### src/rtl/timer_pkg.sv
// Shared definitions for the timer display path: seven-segment codes,
// conversion state encoding and default timing parameters.
package timer_pkg;

    localparam int DEF_CLK_HZ   = 100_000_000;
    localparam int DEF_SCAN_HZ  = 1000;
    localparam int DEF_BLINK_HZ = 2;

    // Width of the captured {mode, hour, min, sec} word.
    localparam int SHADOW_W = 19;

    // Active-low segment patterns, bit order {g,f,e,d,c,b,a}.
    localparam logic [6:0] SEG_0     = 7'h40;
    localparam logic [6:0] SEG_1     = 7'h79;
    localparam logic [6:0] SEG_2     = 7'h24;
    localparam logic [6:0] SEG_3     = 7'h30;
    localparam logic [6:0] SEG_4     = 7'h19;
    localparam logic [6:0] SEG_5     = 7'h12;
    localparam logic [6:0] SEG_6     = 7'h02;
    localparam logic [6:0] SEG_7     = 7'h78;
    localparam logic [6:0] SEG_8     = 7'h00;
    localparam logic [6:0] SEG_9     = 7'h10;
    localparam logic [6:0] SEG_BLANK = 7'h7F;

    // Conversion sequencer states.
    typedef enum logic [1:0] {
        IDLE    = 2'd0,
        CONV_HI = 2'd1,
        CONV_LO = 2'd2
    } disp_state_t;

    // BCD digit to segment pattern; anything above 9 is blanked.
    function automatic logic [6:0] seg_encode(input logic [3:0] digit);
        logic [6:0] seg;
        case (digit)
            4'd0:    seg = SEG_0;
            4'd1:    seg = SEG_1;
            4'd2:    seg = SEG_2;
            4'd3:    seg = SEG_3;
            4'd4:    seg = SEG_4;
            4'd5:    seg = SEG_5;
            4'd6:    seg = SEG_6;
            4'd7:    seg = SEG_7;
            4'd8:    seg = SEG_8;
            4'd9:    seg = SEG_9;
            default: seg = SEG_BLANK;
        endcase
        return seg;
    endfunction

endpackage

### src/rtl/bin2bcd_seq.sv
// Sequential 6-bit binary to two-digit BCD converter using repeated
// subtraction of ten. A value v completes floor(v/10)+1 cycles after start.
//
// Handshake: start_i is sampled only while busy_o is low; a start seen while
// busy is dropped. done_o pulses for exactly one cycle with tens_o/ones_o
// already valid, and busy_o is low in that same cycle, so a new start may be
// presented alongside the done pulse. Results hold until the next completion.
module bin2bcd_seq
    import timer_pkg::*;
(
    input  logic       clk_i,
    input  logic       reset_ni,
    input  logic       start_i,
    input  logic [5:0] value_i,
    output logic       busy_o,
    output logic       done_o,
    output logic [3:0] tens_o,
    output logic [3:0] ones_o
);

    logic       busy_q;
    logic       done_q;
    logic [5:0] rem_q;
    logic [3:0] tens_acc_q;
    logic [3:0] tens_res_q;
    logic [3:0] ones_res_q;

    // Subtract ten per cycle until the remainder is a single digit, then publish.
    always_ff @(posedge clk_i or negedge reset_ni) begin
        if (!reset_ni) begin
            busy_q     <= 1'b0;
            done_q     <= 1'b0;
            rem_q      <= 6'd0;
            tens_acc_q <= 4'd0;
            tens_res_q <= 4'd0;
            ones_res_q <= 4'd0;
        end else begin
            done_q <= 1'b0;
            if (!busy_q) begin
                if (start_i) begin
                    busy_q     <= 1'b1;
                    rem_q      <= value_i;
                    tens_acc_q <= 4'd0;
                end
            end else if (rem_q >= 6'd10) begin
                rem_q      <= rem_q - 6'd10;
                tens_acc_q <= tens_acc_q + 4'd1;
            end else begin
                busy_q     <= 1'b0;
                done_q     <= 1'b1;
                tens_res_q <= tens_acc_q;
                ones_res_q <= rem_q[3:0];
            end
        end
    end

    assign busy_o = busy_q;
    assign done_o = done_q;
    assign tens_o = tens_res_q;
    assign ones_o = ones_res_q;

endmodule

### src/rtl/timer_display.sv
// Four-digit multiplexed seven-segment driver for the countdown timer.
// Captures the timer fields glitch-free, converts the two displayed fields to
// BCD, scans them onto the display with a colon, and blinks 00:00 on expiry.
module timer_display
    import timer_pkg::*;
#(
    parameter int CLK_HZ   = DEF_CLK_HZ,
    parameter int SCAN_HZ  = DEF_SCAN_HZ,
    parameter int BLINK_HZ = DEF_BLINK_HZ
) (
    input  logic       clk_i,
    input  logic       reset_ni,
    input  logic [5:0] sec_i,
    input  logic [5:0] min_i,
    input  logic [5:0] hour_i,
    input  logic       mode_i,
    output logic [6:0] seg_o,
    output logic       dp_o,
    output logic [3:0] an_o,
    output logic       done_o,
    output logic [1:0] dbg_state_o,
    output logic       dbg_pending_o
);

    localparam int SLOT_CYC = CLK_HZ / SCAN_HZ;
    localparam int HALF_CYC = CLK_HZ / (2 * BLINK_HZ);
    localparam int SLOT_W   = (SLOT_CYC > 1) ? $clog2(SLOT_CYC) : 1;
    localparam int HALF_W   = (HALF_CYC > 1) ? $clog2(HALF_CYC) : 1;

    // ------------------------------------------------------------------
    // Input capture
    // ------------------------------------------------------------------
    logic [SHADOW_W-1:0] in_word;
    logic [SHADOW_W-1:0] sample_q;
    logic [SHADOW_W-1:0] shadow_q;
    logic                sample_vld_q;
    logic                captured_q;
    logic                req_q;
    logic                done_q;
    logic                shadow_load;

    assign in_word = {mode_i, hour_i, min_i, sec_i};

    // The shadow only takes a sample that matched the live inputs for two
    // consecutive cycles, so a word caught mid-update never reaches it.
    assign shadow_load = sample_vld_q && (in_word == sample_q);

    // Sample, debounce into the shadow, and raise a request on any change.
    always_ff @(posedge clk_i or negedge reset_ni) begin
        if (!reset_ni) begin
            sample_q     <= '0;
            sample_vld_q <= 1'b0;
            shadow_q     <= '0;
            captured_q   <= 1'b0;
            req_q        <= 1'b0;
        end else begin
            sample_q     <= in_word;
            sample_vld_q <= 1'b1;
            req_q        <= shadow_load && (sample_q != shadow_q);
            if (shadow_load) begin
                shadow_q   <= sample_q;
                captured_q <= 1'b1;
            end
        end
    end

    // Expiry flag follows the shadow one cycle later, once a capture exists.
    always_ff @(posedge clk_i or negedge reset_ni) begin
        if (!reset_ni) begin
            done_q <= 1'b0;
        end else begin
            done_q <= captured_q && (shadow_q[17:0] == 18'd0);
        end
    end

    // Field selection: mode 0 shows MM:SS, mode 1 shows HH:MM.
    logic [5:0] hi_sel;
    logic [5:0] lo_sel;
    assign hi_sel = shadow_q[18] ? shadow_q[17:12] : shadow_q[11:6];
    assign lo_sel = shadow_q[18] ? shadow_q[11:6]  : shadow_q[5:0];

    // ------------------------------------------------------------------
    // Conversion sequencer
    // ------------------------------------------------------------------
    disp_state_t     state_q;
    disp_state_t     state_d;
    logic            pending_q;
    logic [5:0]      lo_snap_q;
    logic [3:0]      hi_tens_q;
    logic [3:0]      hi_ones_q;
    logic [3:0][3:0] digits_q;

    logic            conv_start;
    logic [5:0]      conv_value;
    logic            conv_busy;
    logic            conv_done;
    logic [3:0]      conv_tens;
    logic [3:0]      conv_ones;
    logic            snap_load;
    logic            hi_load;
    logic            digits_load;

    bin2bcd_seq u_conv (
        .clk_i    (clk_i),
        .reset_ni (reset_ni),
        .start_i  (conv_start),
        .value_i  (conv_value),
        .busy_o   (conv_busy),
        .done_o   (conv_done),
        .tens_o   (conv_tens),
        .ones_o   (conv_ones)
    );

    // Sequencer state register.
    always_ff @(posedge clk_i or negedge reset_ni) begin
        if (!reset_ni) begin
            state_q <= IDLE;
        end else begin
            state_q <= state_d;
        end
    end

    // Next state and converter control. The low field is snapshotted at the
    // start of each pass so both halves of the digits come from one shadow.
    always_comb begin
        state_d     = state_q;
        conv_start  = 1'b0;
        conv_value  = hi_sel;
        snap_load   = 1'b0;
        hi_load     = 1'b0;
        digits_load = 1'b0;
        case (state_q)
            IDLE: begin
                if ((req_q || pending_q) && !conv_busy) begin
                    conv_start = 1'b1;
                    snap_load  = 1'b1;
                    state_d    = CONV_HI;
                end
            end
            CONV_HI: begin
                if (conv_done) begin
                    hi_load    = 1'b1;
                    conv_start = 1'b1;
                    conv_value = lo_snap_q;
                    state_d    = CONV_LO;
                end
            end
            CONV_LO: begin
                if (conv_done) begin
                    digits_load = 1'b1;
                    if (req_q || pending_q) begin
                        conv_start = 1'b1;
                        snap_load  = 1'b1;
                        state_d    = CONV_HI;
                    end else begin
                        state_d = IDLE;
                    end
                end
            end
            default: state_d = IDLE;
        endcase
    end

    // Pending flag, low-field snapshot and the atomic four-digit update.
    always_ff @(posedge clk_i or negedge reset_ni) begin
        if (!reset_ni) begin
            pending_q <= 1'b0;
            lo_snap_q <= 6'd0;
            hi_tens_q <= 4'd0;
            hi_ones_q <= 4'd0;
            digits_q  <= '0;
        end else begin
            if (snap_load) begin
                pending_q <= 1'b0;
                lo_snap_q <= lo_sel;
            end else if (req_q && (state_q != IDLE)) begin
                pending_q <= 1'b1;
            end
            if (hi_load) begin
                hi_tens_q <= conv_tens;
                hi_ones_q <= conv_ones;
            end
            if (digits_load) begin
                digits_q <= {hi_tens_q, hi_ones_q, conv_tens, conv_ones};
            end
        end
    end

    // ------------------------------------------------------------------
    // Scan and blink
    // ------------------------------------------------------------------
    logic [SLOT_W-1:0] scan_cnt_q;
    logic [1:0]        idx_q;
    logic              scan_tick;
    logic [HALF_W-1:0] blink_cnt_q;
    logic              blink_on_q;
    logic              lit;

    assign scan_tick = (scan_cnt_q == SLOT_W'(SLOT_CYC - 1));
    assign lit       = !scan_tick && blink_on_q;

    // Slot prescaler and digit index.
    always_ff @(posedge clk_i or negedge reset_ni) begin
        if (!reset_ni) begin
            scan_cnt_q <= '0;
            idx_q      <= 2'd0;
        end else if (scan_tick) begin
            scan_cnt_q <= '0;
            idx_q      <= idx_q + 2'd1;
        end else begin
            scan_cnt_q <= scan_cnt_q + SLOT_W'(1);
        end
    end

    // Blink phase: toggles every half-period while expired, parked on otherwise.
    always_ff @(posedge clk_i or negedge reset_ni) begin
        if (!reset_ni) begin
            blink_cnt_q <= '0;
            blink_on_q  <= 1'b1;
        end else if (!done_q) begin
            blink_cnt_q <= '0;
            blink_on_q  <= 1'b1;
        end else if (blink_cnt_q == HALF_W'(HALF_CYC - 1)) begin
            blink_cnt_q <= '0;
            blink_on_q  <= ~blink_on_q;
        end else begin
            blink_cnt_q <= blink_cnt_q + HALF_W'(1);
        end
    end

    // Registered display outputs; anodes blank on slot ticks and off phases.
    always_ff @(posedge clk_i or negedge reset_ni) begin
        if (!reset_ni) begin
            seg_o <= SEG_BLANK;
            dp_o  <= 1'b1;
            an_o  <= 4'hF;
        end else begin
            seg_o <= seg_encode(digits_q[idx_q]);
            dp_o  <= !(lit && (idx_q == 2'd2));
            an_o  <= lit ? ~(4'b0001 << idx_q) : 4'hF;
        end
    end

    assign done_o        = done_q;
    assign dbg_state_o   = state_q;
    assign dbg_pending_o = pending_q;

endmodule
### config.mk
export PLATFORM = sky130hd
export DESIGN_NAME = timer_display
export DESIGN_NICKNAME = d
export VERILOG_FILES = /design/src/rtl/timer_pkg.sv /design/src/rtl/bin2bcd_seq.sv /design/src/rtl/timer_display.sv
export SDC_FILE = /design/constraint.sdc
export NUM_CORES = 1
export LEC_CHECK = 0
export ABC_AREA = 1
export CAP_MARGIN = 0
export CORE_MARGIN = 1
export CORE_UTILIZATION = 30
export CTS_CLUSTER_DIAMETER = 120
export CTS_CLUSTER_SIZE = 25
export DETAILED_ROUTE_END_ITERATION = 8
export GPL_TIMING_DRIVEN = 0
export MAX_ROUTING_LAYER = met4
export PLACE_DENSITY = 0.57
export SETUP_SLACK_MARGIN = 0.3
export SYNTH_ARGS = -nofsm -noshare
export SYNTH_HDL_FRONTEND = slang
export SYNTH_SLANG_ARGS = --single-unit
### constraint.sdc
create_clock -name clk_i -period 4.26 [get_ports clk_i]
set_input_delay 0.426 -clock clk_i [delete_from_list [all_inputs] [get_ports clk_i]]
set_output_delay 0.426 -clock clk_i [all_outputs]
set_load 0.02 [all_outputs]
======== After elaboration in Yosys (flattened, before gate mapping) ========
Memory sizes are Yosys's and may differ from the RTL's. A register that Yosys moved wholly into a read port is not among the register bits.
Index checks and enable logic that the tools add are counted.
cells by class
  add/subtract/negate cells ............... 5
  $lt $le $gt $ge ......................... 2
  eq/ne operators ......................... 12
  shift operators ......................... 1
  mux-type cells .......................... 38
  bitwise operators ....................... 3
  reductions and logical operators ........ 20
operator list
  kind                   count
  $mux 25                2
  $mux 6                 7
  $add 25x1->25 const B  1
  $eq 25x25->1 const B   1
  $mux 4                 5
  $eq 19x19->1           1
  $ne 19x19->1           1
  $logic_not 18->1       1
  $add 17x1->17 const B  1
  $eq 17x17->1 const B   1
  $mux 17                1
  $mux 1                 16
  $bmux 4 s2             1
  $logic_and 1x1->1      7
  $ge 6x4->1 const B     1
  $mux 2                 3
  $ne 2x1->1 const B     3
  $pmux 2 s3             1
  $reduce_bool 2->1      3
  $sub 6x4->6 const B    1
  $add 4x1->4 const B    1
  $eq 2x2->1 const B     2
  $logic_not 1->1        4
  $ne 2x2->1 const B     2
  other kinds (12)       14
word-level totals
  bits in registers ....................... 145
  memory bits (read-only) ................. 112
  logic and storage cells ................. 109
  memories ................................ 1
memory list
  name              words  width  rd ports  clocked after Yosys merged registers in  write ports  line             RTL
  (name not given)  16     7      1         1                                        0            timer_pkg.sv:35  case (digit)

======== Logic depth before layout (Yosys ltp) ========
  depth after elaboration ................. 6
  gate-level depth with buffers ........... 11
  depth with buffers taken out ............ 11

======== Cells and area by module ========
Synthesis repeated with hierarchy kept, for this count alone.
unflattened totals
  cells, all modules ...................... 939
  area total of the unflattened synthesis .. 7654.8 um^2
by module, submodules not included
  module         instances  cells an instance  area an instance (um^2)  sequential area each (um^2)
  timer_display  1          828                6677.7                   3293.2
  bin2bcd_seq    1          111                977.2                    500.5

======== Worst setup path before layout ========
Ideal clock, no wire load.
  kind .................................... reg-to-reg
  from .................................... register idx_q[0]
  to ...................................... register seg_o[6]
  library setup time ...................... 0.083 ns
  arrival time ............................ 1.474 ns
  path slack .............................. 2.703 ns
  stages on the path, launching flop included .. 11
  period minus slack after synthesis ...... 1.557 ns
  cell sequence ........................... dfrtp_1 > buf_4 > inv_2 > nand2_1 > nand3_1 > nand2_1 > inv_1 > ha_1 > or2_1 > o211ai_1 > nand2_1
between the ends
  word-level cells in the longest chain between the ends .. 2
ends and longest elaborated chain
  item                          line                  RTL
  start, declared               timer_display.sv:193  logic [1:0] idx_q;
  start signal, assigned        timer_display.sv:209  idx_q <= idx_q + 2'd1;
  $bmux 4 s2                    timer_display.sv:238  seg_o <= seg_encode(digits_q[idx_q]);
  $mux 4 (not written as such)  timer_display.sv:238
  end, declared                 timer_display.sv:17   output logic [6:0] seg_o,
Every way passes these cells. The select of a mux whose other input is x is not followed.
A chain may end at the register's enable or synchronous reset.

======== Worst setup path after layout ========
  from .................................... register an_o[2]
  to ...................................... output an_o[2]
RTL lines
  item                    line                  RTL
  start, declared         timer_display.sv:19   output logic [3:0] an_o,
  start signal, assigned  timer_display.sv:240  an_o <= lit ? ~(4'b0001 << idx_q) : 4'hF;
No word-level cell between the ends.

==> impl_metrics.py <==
metrics = {
    "grt": {
        "grt_max_degree": 88,
        "grt_pass1_vias": 5689,
        "grt_use_total": 0.138,
        "antenna_found_initial": 0,
        "grt_pass1_wl_um": 27900,
        "grt-ovfl-total": 0,
    },
    "synth": {
        "synth_cell_types": 38,
        "yosys_most_used_dff": "dfrtp_1",
        "synth_top_area_share": 0.463,
        "yosysSeqAreaShare": 0.504,
        "synth_xor_area_frac": 0.0443,
        "syn_area_per_cell_um2": 7.98,
        "synth-edff-count": 0,
        "synth_seq_cells": 151,
        "synth_area_leader_cell": "dfrtp_1",
        "synth-async-reset-ratio": 1.00,
        "yosysMostFrequentCell": "nand2_1",
        "synth_warnings": 0,
        "synth.area.top_cells": "dfrtp_1 (46%), nand2_1 (15%), inv_1 (5.5%)",
        "synth_top_family_by_area": "simple AND/OR/NAND/NOR gates",
        "synth_nets": 976,
        "muxShareOfSynthArea": 0,
        "synth_compound_area_frac": 0.0574,
        "synth_fa_ha_area_frac": 0.0216,
        "synthCells": 942,
        "syn-cell-area_um2": 7520,
        "synth_common_cells": "nand2_1 (302), dfrtp_1 (139), inv_1 (111)",
        "synth-simple-area-share": 0.295,
    },
    "clock_network": {
        "clock_latency_ns": 0.43,
        "cts_tree": "yes",
        "clk_path_buf_depth": 2,
        "hold_buffers": 0,
        "post_cts_buffers": 0,
        "clkSinkCount": 151,
        "h-tree-depth": 4,
        "numCtsBuffers": 17,
        "postCtsResizedCells": 0,
        "clockRootBuffer": "clkbuf_16",
        "clk_pin_slew_ns": 0.07,
    },
    "timing": {
        "fin_skew_ns": 0.0143,
        "fin_hold_ws_ns": -0.0282,
        "min_period_over_period": 0.480,
        "max_freq_ghz": 0.489,
        "hold_viol": 9,
        "maxSlewViolCount": 0,
        "setup_viol": 0,
        "post-route-min-period_ns": 2.04,
        "rsz0062_at_grt": "false",
        "max_slew.worst_pin.slew_ns": 0.683,
        "slew_headroom": 0.544,
    },
    "route": {
        "wl_met2_um": 7210,
        "wl_met3_um": 546,
        "top_layer": "met4",
        "drt_iter0_drc": 282,
        "routed_wirelength_um": 15900,
        "drt_pass1_iterations": 5,
        "drt_drc_violations_left": 0,
        "num_vias": 5911,
        "wl_met1_um": 8000,
        "antenna_left": 0,
        "avgViaCountPerCell": 4.43,
        "wl_per_cell_um": 11.9,
    },
    "final_layout": {
        "drive_above_1_share": 0.0841,
        "finalInstanceArea_um2": 8880,
        "area_growth_syn_to_layout_pct": 18.1,
        "antenna_cells": 0,
        "final_nets": 1032,
        "final_core_util": 0.363,
    },
    "critical_path": {
        "critPathLaunchType": "flop",
        "path_max_fanout": 2,
        "crit_arrival_ns": 1.62,
        "end_kind": "primary output",
        "critical_path_required_ns": 3.83,
        "worst-setup-path-type": "flop to primary output",
    },
    "outcome": {
        "failed_checks": "hold timing",
        "run_status": "complete, but fails checks",
    },
    "die": {
        "core_um2": 24500,
        "boundaryPins": 37,
        "start_util": 0.307,
        "rows": 57,
        "die-height_um": 160,
        "die_w_um": 160,
        "dieArea_um2": 25700,
    },
    "placed_design": {
        "dpl_cell_area_um2": 8320,
        "numPortBuffers": 36,
        "gp_congestion": 0.880,
        "dp_hpwl_um": 11400,
    },
    "power_and_ir_drop": {
        "leakage_nw": 4.24,
        "power.density_nw_per_um2": 353,
        "power_mw": 3.14,
        "vdd_drop_max_uv": 219,
    },
    "flow_run": {
        "cap_violations": 0,
    },
    "min_path": {
        "holdCritPathClass": "input port to async pin",
    },
}
state kept, by name, indices dropped and copies added (netlist names), 6 cells and up:
| register | cells |
|---|---|
| blink_cnt_q | 25 |
| digits_q | 16 |
| lo_snap_q | 6 |
| u_conv.rem_q | 6 |
| sample_q | 19 |
| seg_o | 7 |
| scan_cnt_q | 17 |
| shadow_q | 19 |
cell usage in the layout (no fill, tap or decap), types with 13 or more instances in the layout:
cell type          n
nand3_1           47
nor2_1           100
nor3_1            17
nand4_1           31
xor2_1            20
clkdlybuf4s50_1   35
inv_1            111
ha_1              13
nand2_1          302
clkbuf_16         17
xnor2_1           18
dfrtp_1          139
o21ai_0           48
final timing paths:
check | startpoint | endpoint | slack (ns) | cells after the start
max | an_o[2]$_DFF_PN1_ | an_o[2] | 2.22 | 2
min | reset_ni | blink_cnt_q[23]$_DFF_PN0_ | -0.03 | 1
max reg2reg | idx_q[0]$_DFFE_PN0N_ | seg_o[6]$_DFF_PN1_ | 2.52 | 10
min reg2reg | captured_q$_DFFE_PN0P_ | captured_q$_DFFE_PN0P_ | 0.46 | 2
max in group asynchronous | reset_ni | sample_q[8]$_DFF_PN0_ | 3.48 | 2
min in group clk_i | captured_q$_DFFE_PN0P_ | captured_q$_DFFE_PN0P_ | 0.46 | 2
critical path: stages (launching register included):
cell,delay [ns]
dfstp_2,0.53
buf_4,0.09
clkdlybuf4s50_1,0.58
cells by family after synthesis:
| kind of cell | count (synthesis) |
|---|---|
| xor gates and xnor gates | 38 |
| AOI/OAI and AO/OA | 78 |
| buffers and inverters | 138 |
| and+or+nand+nor | 523 |
| DFF | 151 |
| adders and majority gates | 13 |
| other | 1 |
power by group:
part / total, mW / internal (mW) / switching (mW)
sequential: 1.52 / 1.48 / 0.0428
combinational: 0.158 / 0.0660 / 0.0919
clock: 1.46 / 0.830 / 0.632
routing by layer:
metal	GRT usage	vias to the layer above
li1	-	3082
met1	0.186	2724
met2	0.208	91
met3	0.0313	14
met4	0.0420	0
met5	-	-
final cells by class:
| cell class | count | area (um2) |
|---|---|---|
| Clock inverter | 12 | 118 |
| Multi-Input combinational cell | 653 | 3150 |
| Clock buffer | 20 | 447 |
| Sequential cell | 151 | 3790 |
| Buffer | 23 | 143 |
| Timing Repair Buffer | 37 | 393 |
| Inverter | 115 | 433 |
| Tap cell | 324 | 405 |
| Fill cell | 2515 | 15600 |
through the flow:
stage,setup TNS (ns),cells,setup WS (ns)
final,0,1335,2.22
after global routing,0,1335,2.17
after CTS,0,1335,2.19
after detailed placement,0,1303,2.20
after global placement,-529.57,1302,-3.69
after floorplan,0,942,2.70
Power figures use the tool's default switching activity.
==> edit 1, RTL diff (same settings) <==
`DEF_BLINK_HZ`: 2 -> 1.
--- a/src/rtl/timer_pkg.sv
+++ b/src/rtl/timer_pkg.sv
@@ -4,7 +4,7 @@
 
     localparam int DEF_CLK_HZ   = 100_000_000;
     localparam int DEF_SCAN_HZ  = 1000;
-    localparam int DEF_BLINK_HZ = 2;
+    localparam int DEF_BLINK_HZ = 1;
 
     // Width of the captured {mode, hour, min, sec} word.
     localparam int SHADOW_W = 19;
Formal check against the unedited RTL: same outputs for any inputs over 10 cycles, from zero or initial values and one cycle with reset_ni low; that may be too few to reach the edited logic, so the function may still have changed.
==> edit 1 against the original RTL <==
Sequential cell count rose by 1; via count rose by 3.1%; synthesized area rose by 1.0%; setup slack got worse by 0.0014 ns; count of clock-buffer cells in the layout rose by 1; total power rose by 1.4%; synthesized cell count rose by 2.2%; first-iteration DRC count rose by 41%; critical path type unchanged; critical endpoint unchanged; wire length rose by 3.0%; design area rose by 0.93%.
==> edit 1: results (changes against the original RTL) <==
Status
  – Status: finished, final reports clean

Critical path
  – Register-to-Register Path Depth: 8 (-2)
  – Reg-to-Reg Start: idx_q[1]

GRT
  – Grt met3 use: 3.00% (-0.12 points)
  – Vias in the first global route: 5827 (+2.4%)
  – GRT Util Overall: 14.1% (+0.23 points)
  – Routing usage on met1: 18.5% (-0.12 points)

Final layout
  – Count of multi-input gates: 669 (+2.5%)
  – Share of post-route cells with drive strength above 1: 7.56% (-0.85 points)
  – Clkbuf count: 21 (+5.0%)
  – Fillers: 2586 (+2.8%)
  – Register Area: 3820 um^2 (+0.66%)
  – Signal buf overhead: 5.85% (-0.18 points)
  – Buffers excl. clock: 59 (-1.7%)
  – Nets: 1053 (+2.0%)
  – Clock-cell share: 6.41% (+0.053 points)
  – Inverters, non-clock: 120 (+4.3%)
  – Multi-input logic area: 3190 um^2 (+1.2%)
  – Largest registers: blink_cnt_q (26), sample_q (19), shadow_q (19)
  – Layout Area Growth over Synthesis: 18.0% (about the same)

Route
  – Metal3 WL: 436 um (-20%)
  – Drt first pass iters: 4 (-1)
  – Routed len/inst: 12.1 um (+1.4%)
  – Drt via density: 4.50 (+1.5%)
  – Initial DRC count: 397 (+41%)
  – Met1 wire length: 8320 um (+4.0%)
  – Total Wirelength: 16400 um (+3.0%)

Yosys
  – Synth top cells by count: 318 x nand2_1, 140 x dfrtp_1, 114 x inv_1
  – XOR/XNOR share of the synthesized area: 4.04% (-0.39 points)
  – Syn nets: 997 (+2.2%)
  – Synth area leaders: dfrtp_1 46%, nand2_1 16%, inv_1 5.6%, nor2_1 5.3%, dfstp_2 4.2%
  – Post-synthesis adder-cell area fraction: 2.14% (-0.022 points)
  – Share of the yosys chip area belonging to registers: 50.3% (-0.18 points)

Place
  – Dpl cell area: 8390 um^2 (+0.87%)
  – DP Cell Count: 1324 (+1.6%)
  – Gpl congestion: 0.833 (-5.3%)
  – Final HPWL DP: 11800 um (+3.1%)

Power and ir drop
  – Switch share: 23.4% (-1.0 points)
  – Total power draw: 3.18 mW (+1.4%)
  – Comb. pwr: 165 uW (+4%)

Timing
  – Final setup skew: 0.0120 ns (-0.00232 ns)
edit 1: cell types whose count changed after synthesis, moves of 3 or more:
cell / delta
inv_1: +3
nand2_1: +16
nand2_2: -4
nor2_1: +7
buf_2: +3
a31oi_1: +3
or2_2: -3
o211ai_1: +4
o21ai_0: -6
clkbuf_1: -3
edit 1: worst min path at each step:
stage	from	to	slack (ns)	cells after the start
after floorplan	reset_ni	blink_cnt_q[0]	0.13	0
final	reset_ni	scan_cnt_q[12]	0.03	1
after CTS	reset_ni	scan_cnt_q[13]	0.05	1
after detailed placement	captured_q	captured_q	0.45	2
after global routing	reset_ni	scan_cnt_q[13]	0.08	1
after global placement	captured_q	captured_q	0.44	2
edit 1: stage by stage:
stage	hold WS, ns	worst slack, ns
3_5_place_dp	0.445	2.16
2_1_floorplan	0.130	2.72
4_1_cts	0.0482	2.19
5_1_grt	0.0809	2.15
3_3_place_gp	0.442	-3.63
6_report	0.0284	2.22
==> edit 2, RTL diff (config.mk and constraints unchanged) <==
Without the edit above. Remove the register `seg_o`: a continuous assignment takes its place, so the output `seg_o` follows one clock earlier.
--- a/src/rtl/timer_display.sv
+++ b/src/rtl/timer_display.sv
@@ -231,15 +231,15 @@
     // Registered display outputs; anodes blank on slot ticks and off phases.
     always_ff @(posedge clk_i or negedge reset_ni) begin
         if (!reset_ni) begin
-            seg_o <= SEG_BLANK;
             dp_o  <= 1'b1;
             an_o  <= 4'hF;
         end else begin
-            seg_o <= seg_encode(digits_q[idx_q]);
             dp_o  <= !(lit && (idx_q == 2'd2));
             an_o  <= lit ? ~(4'b0001 << idx_q) : 4'hF;
         end
     end
+
+    assign seg_o = seg_encode(digits_q[idx_q]);
 
     assign done_o        = done_q;
     assign dbg_state_o   = state_q;
Formal check against the unedited RTL: not equivalent (a bounded check fails within 4 cycles, from zero or initial values and one cycle with reset_ni low).
==> edit 2 against the original RTL <==
The run still ends with hold timing left; design area fell by 1.8%; hold slack better by 0.0097 ns; combinational power increased by 5%; synthesized area is 2.2% lower; total power decreased by 1.3%; core utilization up 0.41 points; sequential cell count shrank 7; wire length fell by 0.53%; setup slack lost 1.1 ns.
==> edit 2: results (changes against the original RTL) <==
Status
  – Failing checks: hold timing
  – Status: finished with violations

Power and ir drop
  – Static Leak: 4.16 nW (-1.8%)
  – Peak supply drop: 0.236 mV (+7.7%)
  – Seq pwr: 1.46 mW (-4%)
  – Switch share: 24.8% (+0.41 points)

Critical path
  – CP arrival: 2.73 ns (+1.11 ns)
  – Critical Path End: seg_o[4]
  – Crit path from: idx_q[0]
  – CP Max Fanout: 10 (+8)
  – Reg2reg setup slack: 2.53 ns (about the same)

Place
  – Dpl cell area: 8140 um^2 (-2.1%)
  – Pre-CTS setup slack: 1.52 ns (-0.681 ns)
  – Final HPWL DP: 11500 um (+0.24%)
  – Gpl congestion: 0.938 (+6.6%)

Yosys
  – Syn nets: 963 (-1.3%)
  – Post-synthesis cell count: 929 (-1.4%)
  – Synth top cells by count: 294 x nand2_1, 139 x dfrtp_1, 105 x inv_1
  – Post-synthesis adder-cell area fraction: 2.21% (+0.049 points)
  – Share of the yosys chip area belonging to registers: 49.1% (-1.4 points)
  – Distinct cells, synth: 40 (+5.3%)
  – Area share of the largest cell type after synthesis: 47.3% (+1.0 points)
  – XOR/XNOR share of the synthesized area: 4.65% (+0.22 points)

GRT
  – Largest net degree at the start of global routing: 77 (-13%)
  – Grt met3 use: 3.10% (-0.022 points)
  – GRT Util Overall: 14.3% (+0.49 points)
  – Vias in the first global route: 5681 (-0.14%)

Final layout
  – Nets: 1019 (-1.3%)

Route
  – Wire length on met2: 7370 um (+2.2%)
  – Metal3 WL: 506 um (-7.3%)
  – Drt via density: 4.47 (+0.99%)
  – Met1 wire length: 7750 um (-3.1%)
  – Total Wirelength: 15800 um (-0.53%)

Timing
  – Final hold vios: 2 (-7)
  – Final setup skew: 0.00892 ns (-0.00539 ns)
  – Worst Max-Slew Pin Slew: 0.678 ns (-0.00573 ns)
  – Final hold slack: -0.0185 ns (+0.00968 ns)
edit 2: cell count changes after synthesis, sizes merged, moves of 2 or more:
cell	unedited run	this run
nor3	17	19
dfstp	12	5
o21ai	53	58
inv	114	116
nor2	107	103
nand3	49	47
nand2	307	302
or2	6	3
edit 2: area by class of cell:
class	instances	area share, %
Clock inverter	13	1.46
Buffer	22	1.68
Sequential cell	144	41.4
Tap cell	319	4.58
Multi-Input combinational cell	647	36.2
Timing Repair Buffer	37	4.46
Clock buffer	19	5.19
Inverter	116	5.02
edit 2: worst reg2reg max path, cell delays in order, from the launching register on:
cell and delay, ns:
dfrtp_1 0.40, ha_1 0.18, nand2_1 0.10, nor2_2 0.14, nand4_1 0.13, nor2_1 0.12
nand2_1 0.14, nand2_2 0.14, buf_4 0.19, nor2_1 0.07
